`src/rtl/brick_wall.sv`:
```
// Brick-breaker wall controller: tracks the brick row, scores hits, counts lives.
// Optional build macro ROW_BONUS_EN: every row refill also adds 10 to the score.
//
// state  | meaning
// IDLE   | waiting for the first launch
// PLAY   | ball in flight, hits and ball losses evaluated
// REFILL | wall cleared; restore bricks and step the row down (one cycle)
// LOST   | ball lost; wait for relaunch or end the game
// OVER   | game finished, outputs frozen until reset
module brick_wall #(
  parameter int START_ROW = 9,
  parameter int MIN_ROW   = 3,
  parameter int LIVES     = 3
) (
  input  logic       clk,
  input  logic       rst,
  input  logic [3:0] ball_x,
  input  logic [3:0] ball_y,
  input  logic       ball_valid,
  input  logic       fall_down,
  input  logic       launch,
  output logic [9:0] brick_x,
  output logic [9:0] brick_y,
  output logic       hit,
  output logic [7:0] score,
  output logic [1:0] lives,
  output logic       game_over
);

  localparam logic [2:0] IDLE   = 3'd0;
  localparam logic [2:0] PLAY   = 3'd1;
  localparam logic [2:0] REFILL = 3'd2;
  localparam logic [2:0] LOST   = 3'd3;
  localparam logic [2:0] OVER   = 3'd4;

  localparam logic [3:0] START_R    = 4'(START_ROW);
  localparam logic [3:0] MIN_R      = 4'(MIN_ROW);
  localparam logic [1:0] LIVES_INIT = 2'(LIVES);
  localparam logic [9:0] FULL_ROW   = 10'h3FF;

  logic [2:0]  state;
  logic [3:0]  row;
  logic        fall_q;
  logic        fall_rise;
  logic        hit_ok;
  logic [15:0] bx_ext;
  logic [9:0]  bx_clr;

  function automatic logic [7:0] sat_add(input logic [7:0] a, input logic [7:0] b);
    logic [8:0] s;
    s = {1'b0, a} + {1'b0, b};
    return s[8] ? 8'hFF : s[7:0];
  endfunction

  assign brick_y   = {6'd0, row};
  assign fall_rise = fall_down & ~fall_q;

  // Zero-padded copy so out-of-range columns (10..15) index safely and read as empty.
  assign bx_ext = {6'd0, brick_x};
  assign hit_ok = ball_valid && (ball_x <= 4'd9) &&
                  (({1'b0, ball_y} + 5'd1) == {1'b0, row}) && bx_ext[ball_x];
  assign bx_clr = brick_x & ~(10'd1 << ball_x);

  always_ff @(posedge clk or posedge rst) begin
    if (rst) begin
      state     <= IDLE;
      brick_x   <= FULL_ROW;
      row       <= START_R;
      score     <= 8'd0;
      lives     <= LIVES_INIT;
      hit       <= 1'b0;
      game_over <= 1'b0;
      fall_q    <= 1'b0;
    end else begin
      fall_q <= fall_down;
      hit    <= 1'b0;
      case (state)
        IDLE: begin
          if (launch) state <= PLAY;
        end
        PLAY: begin
          // A lost ball takes priority over a hit in the same cycle.
          if (fall_rise) begin
            state <= LOST;
            lives <= lives - 2'd1;
          end else if (hit_ok) begin
            brick_x <= bx_clr;
            hit     <= 1'b1;
            score   <= sat_add(score, 8'd1);
            if (bx_clr == 10'd0) state <= REFILL;
          end
        end
        REFILL: begin
          brick_x <= FULL_ROW;
          row     <= (row > MIN_R) ? row - 4'd1 : MIN_R;
`ifdef ROW_BONUS_EN
          score   <= sat_add(score, 8'd10);
`endif
          state   <= PLAY;
        end
        LOST: begin
          if (lives == 2'd0) begin
            state     <= OVER;
            game_over <= 1'b1;
          end else if (launch) begin
            state <= PLAY;
          end
        end
        OVER: begin
          game_over <= 1'b1;
        end
        default: state <= IDLE;
      endcase
    end
  end

endmodule

```
`config.mk`:
```
export PLATFORM = sky130hd
export DESIGN_NAME = brick_wall
export DESIGN_NICKNAME = d
export VERILOG_FILES = /design/src/rtl/brick_wall.sv
export SDC_FILE = /design/constraint.sdc
export NUM_CORES = 1
export LEC_CHECK = 0
export BUFFER_PORTS_ARGS = -buffer_cell sky130_fd_sc_hd__buf_2
export CAP_MARGIN = 15
export CORE_UTILIZATION = 40
export DETAILED_ROUTE_END_ITERATION = 10
export SYNTH_ARGS = -nofsm -noshare
export SYNTH_HDL_FRONTEND = slang
export SYNTH_SLANG_ARGS = --single-unit
export TNS_END_PERCENT = 100
```
`constraint.sdc`:
```
create_clock -name clk -period 3 [get_ports clk]
set_input_delay 0.6 -clock clk [delete_from_list [all_inputs] [get_ports clk]]
set_output_delay 0.6 -clock clk [all_outputs]
set_load 0.02 [all_outputs]
```
# After elaboration in Yosys (flattened, before gate mapping)
# Cells that the tools add are included.
[classes]
addsub = 4
order_cmp = 3
eq_ne = 10
n_shift = 1
mux = 18
bitwise = 6
reduce_logical = 13
[ops]
columns = ["operator", "n"]
rows = [
  ["$mux 10", 2],
  ["$pmux 10 s2", 1],
  ["$mux 3", 5],
  ["$pmux 3 s5", 1],
  ["$and 10x10->10", 1],
  ["$logic_not 10->1", 1],
  ["$not 10->10", 1],
  ["$shl 1x4->10 const A", 1],
  ["$add 8x1->9 const B", 1],
  ["$reduce_and 3->1", 3],
  ["$mux 8", 1],
  ["$eq 3x2->1 const B", 2],
  ["$ne 2x2->1 const B", 3],
  ["$ne 3x3->1 const B", 2],
  ["$add 4x1->5 const B", 1],
  ["$eq 5x4->1", 1],
  ["$lt 4x5->1 const B", 1],
  ["$mux 1", 5],
  ["$bmux 1 s4", 1],
  ["$gt 4x2->1 const B", 1],
  ["$le 4x4->1 const B", 1],
  ["$mux 4", 1],
  ["$reduce_and 2->1", 2],
  ["$reduce_bool 2->1", 2],
  ["other kinds (10)", 14],
]
[totals]
register_bits = 30
inputBits = 13
out_inout_bits = 32

# Longest topological paths before layout
# Gate-level depths: netlist (run 1).
[depth]
word_depth = 8
ltp_mapped = 8
depth_no_buf = 7

# Least setup slack after synthesis (run 1)
# Ideal clock, no wire load.
[synth_timing]
path_kind = "input -> register"
from = "in ball_y[0]"
to = "reg score[4]"
setup_ps = 128
arrival_time_ps = 2400
required_time_ps = 2872
setup_slack_ps = 473
path_stages = 7
n_path_buf = 1
path_cell_list = "ha_1 > xnor2_1 > nand4_1 > or4b_1 > buf_2 > nor4b_1 > mux2_1"
[synth_between]
elab_chain_cells = 5
[synth_rtl]
columns = ["element", "line", "rtl"]
rows = [
  ["start: declaration", "18", "input logic [3:0] ball_y,"],
  ["$add 4x1->5", "61", "(({1'b0, ball_y} + 5'd1) == {1'b0, row}) && bx_ext[ball_x];"],
  ["$eq 5x4->1", "61", ""],
  ["$logic_and 1x1->1", "60", "assign hit_ok = ball_valid && (ball_x <= 4'd9) &&"],
  ["$logic_and 1x1->1", "61", ""],
  ["$reduce_and 3->1 (no line)", "-", ""],
  ["end signal: assignment", "89", "score <= sat_add(score, 8'd1);"],
  ["end: declaration", "25", "output logic [7:0] score,"],
]
# Every way passes these cells.
# A chain may end at the register's enable or synchronous reset.

# Worst setup path after layout (run 1)
# Same ends and word-level chain as after synthesis.

==> impl_metrics.json, run 1 <==
{
  "hold_viol_final": 0,
  "place_ws_ps": 236,
  "clockBufferDepth": 2,
  "power_mw": 1.17,
  "io_pins": 45,
  "syn_avg_cell_area_um2": 9.03,
  "synth_top_cell_by_area": "dfrtp_1",
  "cts_setup_buffers": 0,
  "mostFrequentLayoutCells": "buf_2, inv_1, o21ai_0, dfrtp_1, dfstp_2",
  "timing.rr.start": "state[1]$_DFFE_PP0P_",
  "die-height_um": 70.4,
  "clk_pin_slew_ps": 70,
  "min_path_type": "in2reg",
  "totalWireLength_um": 4040,
  "path_cells": "buf_2 -> ha_1 -> xnor2_1 -> nand4_1 -> or4b_1 -> nor4b_1 -> mux2_1",
  "period_share_pct": 81.9,
  "vias": 1614,
  "cts_hold_buffers": 0,
  "worstHoldStart": "fall_down",
  "num_rows": 24,
  "r2r_slack_ps": 630,
  "powerDensity_nw_per_um2": 537,
  "clkLatencyLatePin_ps": 290,
  "finalCriticalPeriod_ps": 2460,
  "syn_area_um2": 1870,
  "critPathArrivalTime_ps": 2630,
  "rsz0062_at_grt": "no",
  "ys_ff_latch": 30,
  "final_nets": 263,
  "area_growth_syn_to_layout_pct": 16.5,
  "grt_overflow": 0,
  "antenna_found_initial": 0,
  "clock_sinks": 30,
  "synth_area_leaders": "dfrtp_1, dfstp_2, o21ai_0, inv_1, nor3_1",
  "seq_area_um2": 768,
  "num_antenna_cells": 0,
  "cp_slowest_stage_delay_ps": 630,
  "worstSetupEndpointType": "register",
  "timing.rr.end": "score[4]$_DFFE_PP0P_",
  "cts_tree": "yes",
  "stdcell_count": 299,
  "antenna_left": 0,
  "seq_area_frac_synth_pct": 41.1,
  "post_synth_inst_count": 207,
  "slew_headroom_pct": 42.2,
  "reg2regPathDepth": 5,
  "maxCapViolations": 0,
  "vias_per_cell": 5.40,
  "setup_slack_ps": 544,
  "fmax_mhz": 407,
  "crit_fanout": 6,
  "grt_max_degree": 24,
  "cp.required_ps": 3170,
  "grt_pass1_wl_um": 7180,
  "tightest_slew_ps": 866,
  "wl_per_cell_um": 13.5,
  "grt_pass1_vias": 1547,
  "ys.flop_type": "dfrtp_1",
  "multi_input_area_um2": 962,
  "setup_viol": 0,
  "root_buffer": "clkbuf_8",
  "worst-setup-path-type": "in2reg",
  "cts_max_level": 2,
  "yosysTopAreaCellShare_pct": 21.4,
  "dieWidth_um": 70.4,
  "finClkSkew_ps": 8.69,
  "fillers": 445,
  "cts_inserted_buffers": 5,
  "grt_usage_pct": 18.6,
  "initial_utilization_pct": 42.3,
  "slew_viol_final": 0,
  "min_to": "fall_q$_DFF_PP0_",
  "fin_setup_tns_ps": 0,
  "peakVddDrop_v": 0.000425,
  "yosysWarnings": 0,
  "cp_slowest_cell": "or4b_1",
  "layout_commonest_cell": "buf_2",
  "post_cts_resized": 0,
  "cp-start-kind": "input pin",
  "cp-startpoint": "ball_y[0]",
  "synth_cell_types": 51,
  "gp_congestion": 0.804,
  "drc": 0,
  "io_buffers": 38,
  "status": "complete, no violations",
  "min_delay_path_depth": 1,
  "core_area_um2": 4410,
  "firstDrtPassIters": 4,
  "place_inst": 291,
  "drt_iter0_markers": 130,
  "p_leak_nw": 0.990,
  "synth_edf_count": 0,
  "dieArea_um2": 4950,
  "place_hpwl_um": 2880,
  "ys_async_sr_fraction_pct": 100,
  "drive_above_1_share_pct": 28.3
}
[report_power, final]
part           internal, mW  switching (mW)  leakage [nW]
Sequential            0.466          0.0475         0.349
Clock                 0.165           0.149        0.0395
Combinational         0.144           0.198         0.601
Total                 0.775           0.395         0.990
[final cells by class]
| cell class | count | share of cell area [%] |
|---|---|---|
| inverter | 18 | 3.10 |
| tap | 52 | 2.99 |
| multi-input combinational | 147 | 44.2 |
| sequential | 30 | 35.3 |
| timing repair buffer | 44 | 10.8 |
| clock buffer | 8 | 3.68 |
[cell families after synthesis]
logic type               after synthesis  synth area share (%)
AND/OR/NAND/NOR                       74                  23.7
AO/OA/AOI/OAI                         48                  16.0
buffers and inverters                 35                  8.43
flip-flops                            30                  41.1
multiplexers                           9                  5.09
XOR/XNOR                               6                  2.81
adder cells (fa/ha/maj)                4                  2.68
other                                  1                 0.201
[how the worst max path moves through the flow]
stage,end,slack [ps],cells past startpoint
2_1_floorplan,score[4]$_DFFE_PP0P_,470,7
3_3_place_gp,score[4]$_DFFE_PP0P_,270,7
3_5_place_dp,score[4]$_DFFE_PP0P_,240,7
4_1_cts,score[4]$_DFFE_PP0P_,530,7
5_1_grt,score[6]$_DFFE_PP0P_,400,7
6_report,score[4]$_DFFE_PP0P_,540,7
[synth_stat cells, drive strengths merged, types with 5 or more instances]
cell	n
dfrtp	16
nand2b	5
nor2	8
a21oi	11
nor3	12
mux2i	5
nand2	11
buf	9
o21ai	16
inv	18
dfstp	14
clkbuf	8
[layer usage]
metal  vias to the layer above  track usage (%)  part of all wire, %
li1                        807                -                    -
met1                       763             25.1                   47
met2                        42             28.5                   47
met3                         2             3.90                  4.7
met4                         0             8.00                 0.54
met5                         -                0                    0
[per-stage QoR]
| step | hold slack (ps) | cell area, µm² | utilization [%] |
|---|---|---|---|
| after global routing | 434 | 2180 | 49.3 |
| final | 435 | 2180 | 49.3 |
| after global placement | 446 | 2100 | 47.5 |
| after detailed placement | 459 | 2100 | 47.5 |
| after floorplan | 517 | 1890 | - |
| after CTS | 426 | 2180 | 49.3 |
[flip-flops by register name, summed over array words and instances, names as in the netlist]
| name | flops |
|---|---|
| lives | 2 |
| row | 4 |
| score | 8 |
| state | 3 |
| fall_q | 1 |
| brick_x | 10 |
| game_over | 1 |
| hit | 1 |
[critical path, delay by kind of cell]
family,cells,cell delay (ps)
XOR/XNOR,1,130
adder cells (fa/ha/maj),1,300
buffers and inverters,1,120
multiplexers,1,350
AND/OR/NAND/NOR,3,1130
Power figures use the tool's default switching activity.
==> run 2: changes to the inputs <==
==> constraint.sdc (replaced) <==
create_clock -name clk -period 2.2 [get_ports clk]
set_input_delay 0.44 -clock clk [delete_from_list [all_inputs] [get_ports clk]]
set_output_delay 0.44 -clock clk [all_outputs]
set_load 0.02 [all_outputs]
==> impl_metrics.json, run 2 (synthesized netlist as in run 1, its figures left out) <==
{
  "wl_per_cell_um": 13.8,
  "stdcell_count": 324,
  "core_area_um2": 4410,
  "status": "complete, no violations",
  "worst-setup-path-type": "reg2reg",
  "gp_congestion": 0.844,
  "cp_slowest_cell": "or4b_4",
  "crit_fanout": 7,
  "clk_pin_slew_ps": 70,
  "drive_above_1_share_pct": 39.3,
  "hold_ws_ps": 222,
  "vias_per_cell": 5.35,
  "vias": 1732,
  "root_buffer": "clkbuf_8",
  "totalWireLength_um": 4480,
  "place_ws_ps": -270,
  "io_pins": 45,
  "finalCriticalPeriod_ps": 2120,
  "critPathArrivalTime_ps": 2300,
  "cts_inserted_buffers": 5,
  "place_hpwl_um": 3190,
  "powerDensity_nw_per_um2": 698,
  "dieArea_um2": 4950,
  "period_share_pct": 96.6,
  "cts_tree": "yes",
  "antenna_left": 0,
  "setup_viol": 0,
  "area_growth_syn_to_layout_pct": 31.8,
  "rsz0062_at_grt": "no",
  "place_inst": 315,
  "place_area_um2": 2340,
  "num_antenna_cells": 0,
  "wl_met2_um": 2080,
  "min_path_type": "in2async",
  "setup_slack_ps": 75.8,
  "clock_sinks": 30,
  "path_cells": "xor2_1 -> nand4_1 -> or4b_4 -> or4_1 -> o21a_1",
  "wl_met3_um": 181,
  "cp_slowest_stage_delay_ps": 610,
  "timing.rr.start": "row[0]$_DFFE_PP1P_",
  "path_delay_family": "simple AND/OR/NAND/NOR gates",
  "finalCoreUtilization_pct": 55.8,
  "design_area_um2": 2460,
  "grt_pass1_wl_um": 7800,
  "power_mw": 1.72,
  "drt_iter0_markers": 74,
  "hold_viol_final": 0,
  "num_rows": 24,
  "firstDrtPassIters": 6,
  "met1Wirelength_um": 2150,
  "mostFrequentLayoutCells": "buf_2, buf_4, inv_1, dfrtp_1, o21ai_0",
  "grt_overflow": 0,
  "grt_pass1_vias": 1670,
  "tightest_slew_ps": 554,
  "cts_max_level": 2,
  "io_buffers": 38,
  "dieWidth_um": 70.4,
  "cp-start-kind": "register",
  "fmax_mhz": 471,
  "fin_setup_tns_ps": 0,
  "clkLatencyLatePin_ps": 280,
  "cp-startpoint": "row[0]$_DFFE_PP1P_",
  "clockBufferDepth": 2,
  "final_nets": 288,
  "maxCapViolations": 0,
  "reg_top3": "brick_x (10), score (8), row (4)",
  "layout_commonest_cell": "buf_2",
  "die-height_um": 70.4,
  "grt_max_degree": 31,
  "worst-path-buf-inv": 0,
  "cp.required_ps": 2380,
  "p_leak_nw": 1.14,
  "peakVddDrop_v": 0.000253,
  "largest_register_ff_count": 10,
  "antenna_found_initial": 0,
  "cts_hold_buffers": 0,
  "initial_utilization_pct": 42.3,
  "worstSetupEndpointType": "register",
  "slew_headroom_pct": 63.0,
  "slew_viol_final": 0,
  "top_layer": "met4",
  "regMostFlops": "brick_x",
  "finClkSkew_ps": 6.18,
  "drc": 0,
  "grt_usage_pct": 19.8
}
run 2: report_power, final:
| group | switching, mW | internal [mW] | total [mW] |
|---|---|---|---|
| Sequential | 0.0470 | 0.635 | 0.682 |
| Clock | 0.210 | 0.219 | 0.429 |
| Combinational | 0.325 | 0.283 | 0.607 |
run 2: worst paths after layout:
path | cells after the start | endpoint | slack, ps
setup reg to reg | 5 | score[2]$_DFFE_PP0P_ | 80
hold / removal | 3 | row[1]$_DFFE_PP0P_ | 220
setup / recovery | 5 | score[2]$_DFFE_PP0P_ | 80
max in group asynchronous | 3 | brick_x[5]$_DFFE_PP1P_ | 1650
hold reg to reg | 1 | game_over$_DFFE_PP0P_ | 480
min in group clk | 1 | fall_q$_DFF_PP0_ | 270
run 2: layout make-up:
class                   instances  area, µm²
multi-input cells             147       1030
well taps                      52       65.1
clock buffers                   6       72.6
inverters                      18       67.6
repair buffers                 69        448
fillers                       433       1950
flip-flops and latches         30        768
clock inverters                 2       10.0
run 2: tightest hold or removal path, cell delays in order:
cell	delay, ps
buf_2	90
inv_1	40
buf_4	350
run 2: timing repair:
item                                    4_1_cts  5_1_grt
pin swaps                                     3        4
buffers inserted                              1        1
endpoints found under the setup margin        2       10
gates resized for setup                       2        6
run 2: metal layers:
layer / vias to the layer above / GRT usage [%]
met3: 9 / 5.19
met2: 36 / 29.7
met1: 833 / 27.1
met4: 0 / 7.56
li1: 854 / -
met5: - / 0
==> run 3: changes to the inputs <==
==> constraint.sdc (replaced) <==
create_clock -name clk -period 2.1 [get_ports clk]
set_input_delay 0.42 -clock clk [delete_from_list [all_inputs] [get_ports clk]]
set_output_delay 0.42 -clock clk [all_outputs]
set_load 0.02 [all_outputs]
==> impl_metrics.json, run 3 (synthesized netlist as in run 1, its figures left out) <==
{
  "period_share_pct": 101,
  "timing.rr.end": "score[2]$_DFFE_PP0P_",
  "gp_congestion": 0.805,
  "rsz0062_at_grt": "yes",
  "grt_pass1_vias": 1488,
  "cts_inserted_buffers": 5,
  "critPathArrivalTime_ps": 2290,
  "final_nets": 293,
  "io_pins": 45,
  "dieArea_um2": 4950,
  "firstDrtPassIters": 4,
  "min_path_type": "in2async",
  "num_rows": 24,
  "largest_register_ff_count": 10,
  "clockBufferDepth": 2,
  "tightest_slew_ps": 576,
  "dieWidth_um": 70.4,
  "multi_input_area_um2": 1050,
  "layout_commonest_cell": "buf_2",
  "vias_per_cell": 5.17,
  "worstSetupEndpointType": "register",
  "vias": 1701,
  "cp-start-kind": "register",
  "design_area_um2": 2520,
  "setup_viol": 1,
  "crit_fanout": 6,
  "p_leak_nw": 1.18,
  "place_hpwl_um": 3270,
  "mostFrequentLayoutCells": "buf_2, buf_4, inv_1, dfrtp_1, o21ai_0",
  "totalWireLength_um": 4420,
  "io_buffers": 38,
  "maxCapViolations": 0,
  "finalCriticalPeriod_ps": 2120,
  "place_area_um2": 2360,
  "seq_area_um2": 768,
  "status": "complete, but fails checks",
  "timing.rr.start": "row[0]$_DFFE_PP1P_",
  "slew_headroom_pct": 61.3,
  "reg2regPathDepth": 5,
  "hold_viol_final": 0,
  "core_area_um2": 4410,
  "grt_usage_pct": 18.5,
  "initial_utilization_pct": 42.3,
  "antenna_left": 0,
  "grt_overflow": 0,
  "worst-setup-path-type": "reg2reg",
  "area_growth_syn_to_layout_pct": 35.0,
  "clk_pin_slew_ps": 70,
  "r2r_slack_ps": -20,
  "cts_max_level": 2,
  "finalCoreUtilization_pct": 57.2,
  "num_antenna_cells": 0,
  "finClkSkew_ps": 5.57,
  "clock_sinks": 30,
  "wl_per_cell_um": 13.4,
  "antenna_found_initial": 0,
  "drive_above_1_share_pct": 41.5,
  "powerDensity_nw_per_um2": 771,
  "die-height_um": 70.4,
  "regMostFlops": "brick_x",
  "cp.required_ps": 2270,
  "cts_tree": "yes",
  "drc": 0,
  "slew_viol_final": 0,
  "root_buffer": "clkbuf_8",
  "grt_pass1_wl_um": 7190,
  "setup_slack_ps": -18.7,
  "fin_setup_tns_ps": -18.7,
  "clkLatencyLatePin_ps": 280,
  "fmax_mhz": 472,
  "grt_max_degree": 31,
  "peakVddDrop_v": 0.000417,
  "fillers": 404,
  "reg_top3": "brick_x (10), score (8), row (4)",
  "cts_hold_buffers": 0,
  "violations": "setup timing",
  "drt_iter0_markers": 141
}
run 3: cell types whose count changed in the layout (fill, tap and decap cells not counted), sizes merged:
cell	before	now
buf	69	74
clkbuf	6	5
bufinv	0	1
run 3: routing by layer:
metal / share of wire (%) / track usage [%] / wire length, µm
met1: 51 / 27.0 / 2240
met2: 44 / 27.3 / 1960
met3: 4.2 / 3.46 / 184
met4: 0.81 / 6.00 / 36
met5: 0 / 0 / 0
run 3: how the worst max path moves through the flow:
stage,start,end,slack (ps)
2_1_floorplan,row[3]$_DFFE_PP1P_,score[2]$_DFFE_PP0P_,-120
3_3_place_gp,ball_y[0],score[2]$_DFFE_PP0P_,-290
3_5_place_dp,ball_y[0],score[2]$_DFFE_PP0P_,-340
4_1_cts,row[0]$_DFFE_PP1P_,score[2]$_DFFE_PP0P_,-30
5_1_grt,row[0]$_DFFE_PP1P_,score[2]$_DFFE_PP0P_,-100
6_report,row[0]$_DFFE_PP1P_,score[2]$_DFFE_PP0P_,-20
run 3: repair_timing:
action | 4_1_cts | 5_1_grt
gates cloned | 0 | 0
buffers inserted | 1 | 0
pin swaps | 1 | 1
gates resized for setup | 2 | 7
endpoints found under the setup margin | 8 | 8
run 3: where the power goes:
part	internal [mW]	switching [mW]	leakage, nW
Clock	0.349	0.228	0.0579
Sequential	0.665	0.0488	0.349
Combinational	0.313	0.341	0.772
run 3: area by class of cell:
type | count | share of cell area (%)
well taps | 52 | 2.58
clock inverters | 3 | 1.59
inverters | 18 | 2.68
flip-flops and latches | 30 | 30.4
multi-input cells | 147 | 41.7
repair buffers | 74 | 18.2
clock buffers | 5 | 2.73
run 3: per-stage QoR:
stage / power [mW] / hold slack, ps / worst slack [ps] / cells
after floorplan: 1.11 / 451 / -123 / 212
after global placement: 1.36 / 448 / -291 / 320
after detailed placement: 1.37 / 455 / -336 / 320
after CTS: 1.97 / 211 / -33.2 / 329
after global routing: 2.07 / 246 / -102 / 329
final: 1.94 / 207 / -18.7 / 329
run 3: worst max-delay path, cell delays in order (launching register included):
cell	delay, ps
dfstp_2	540
xor2_1	130
nand4_1	140
or4b_4	600
or4_1	490
o21a_1	120
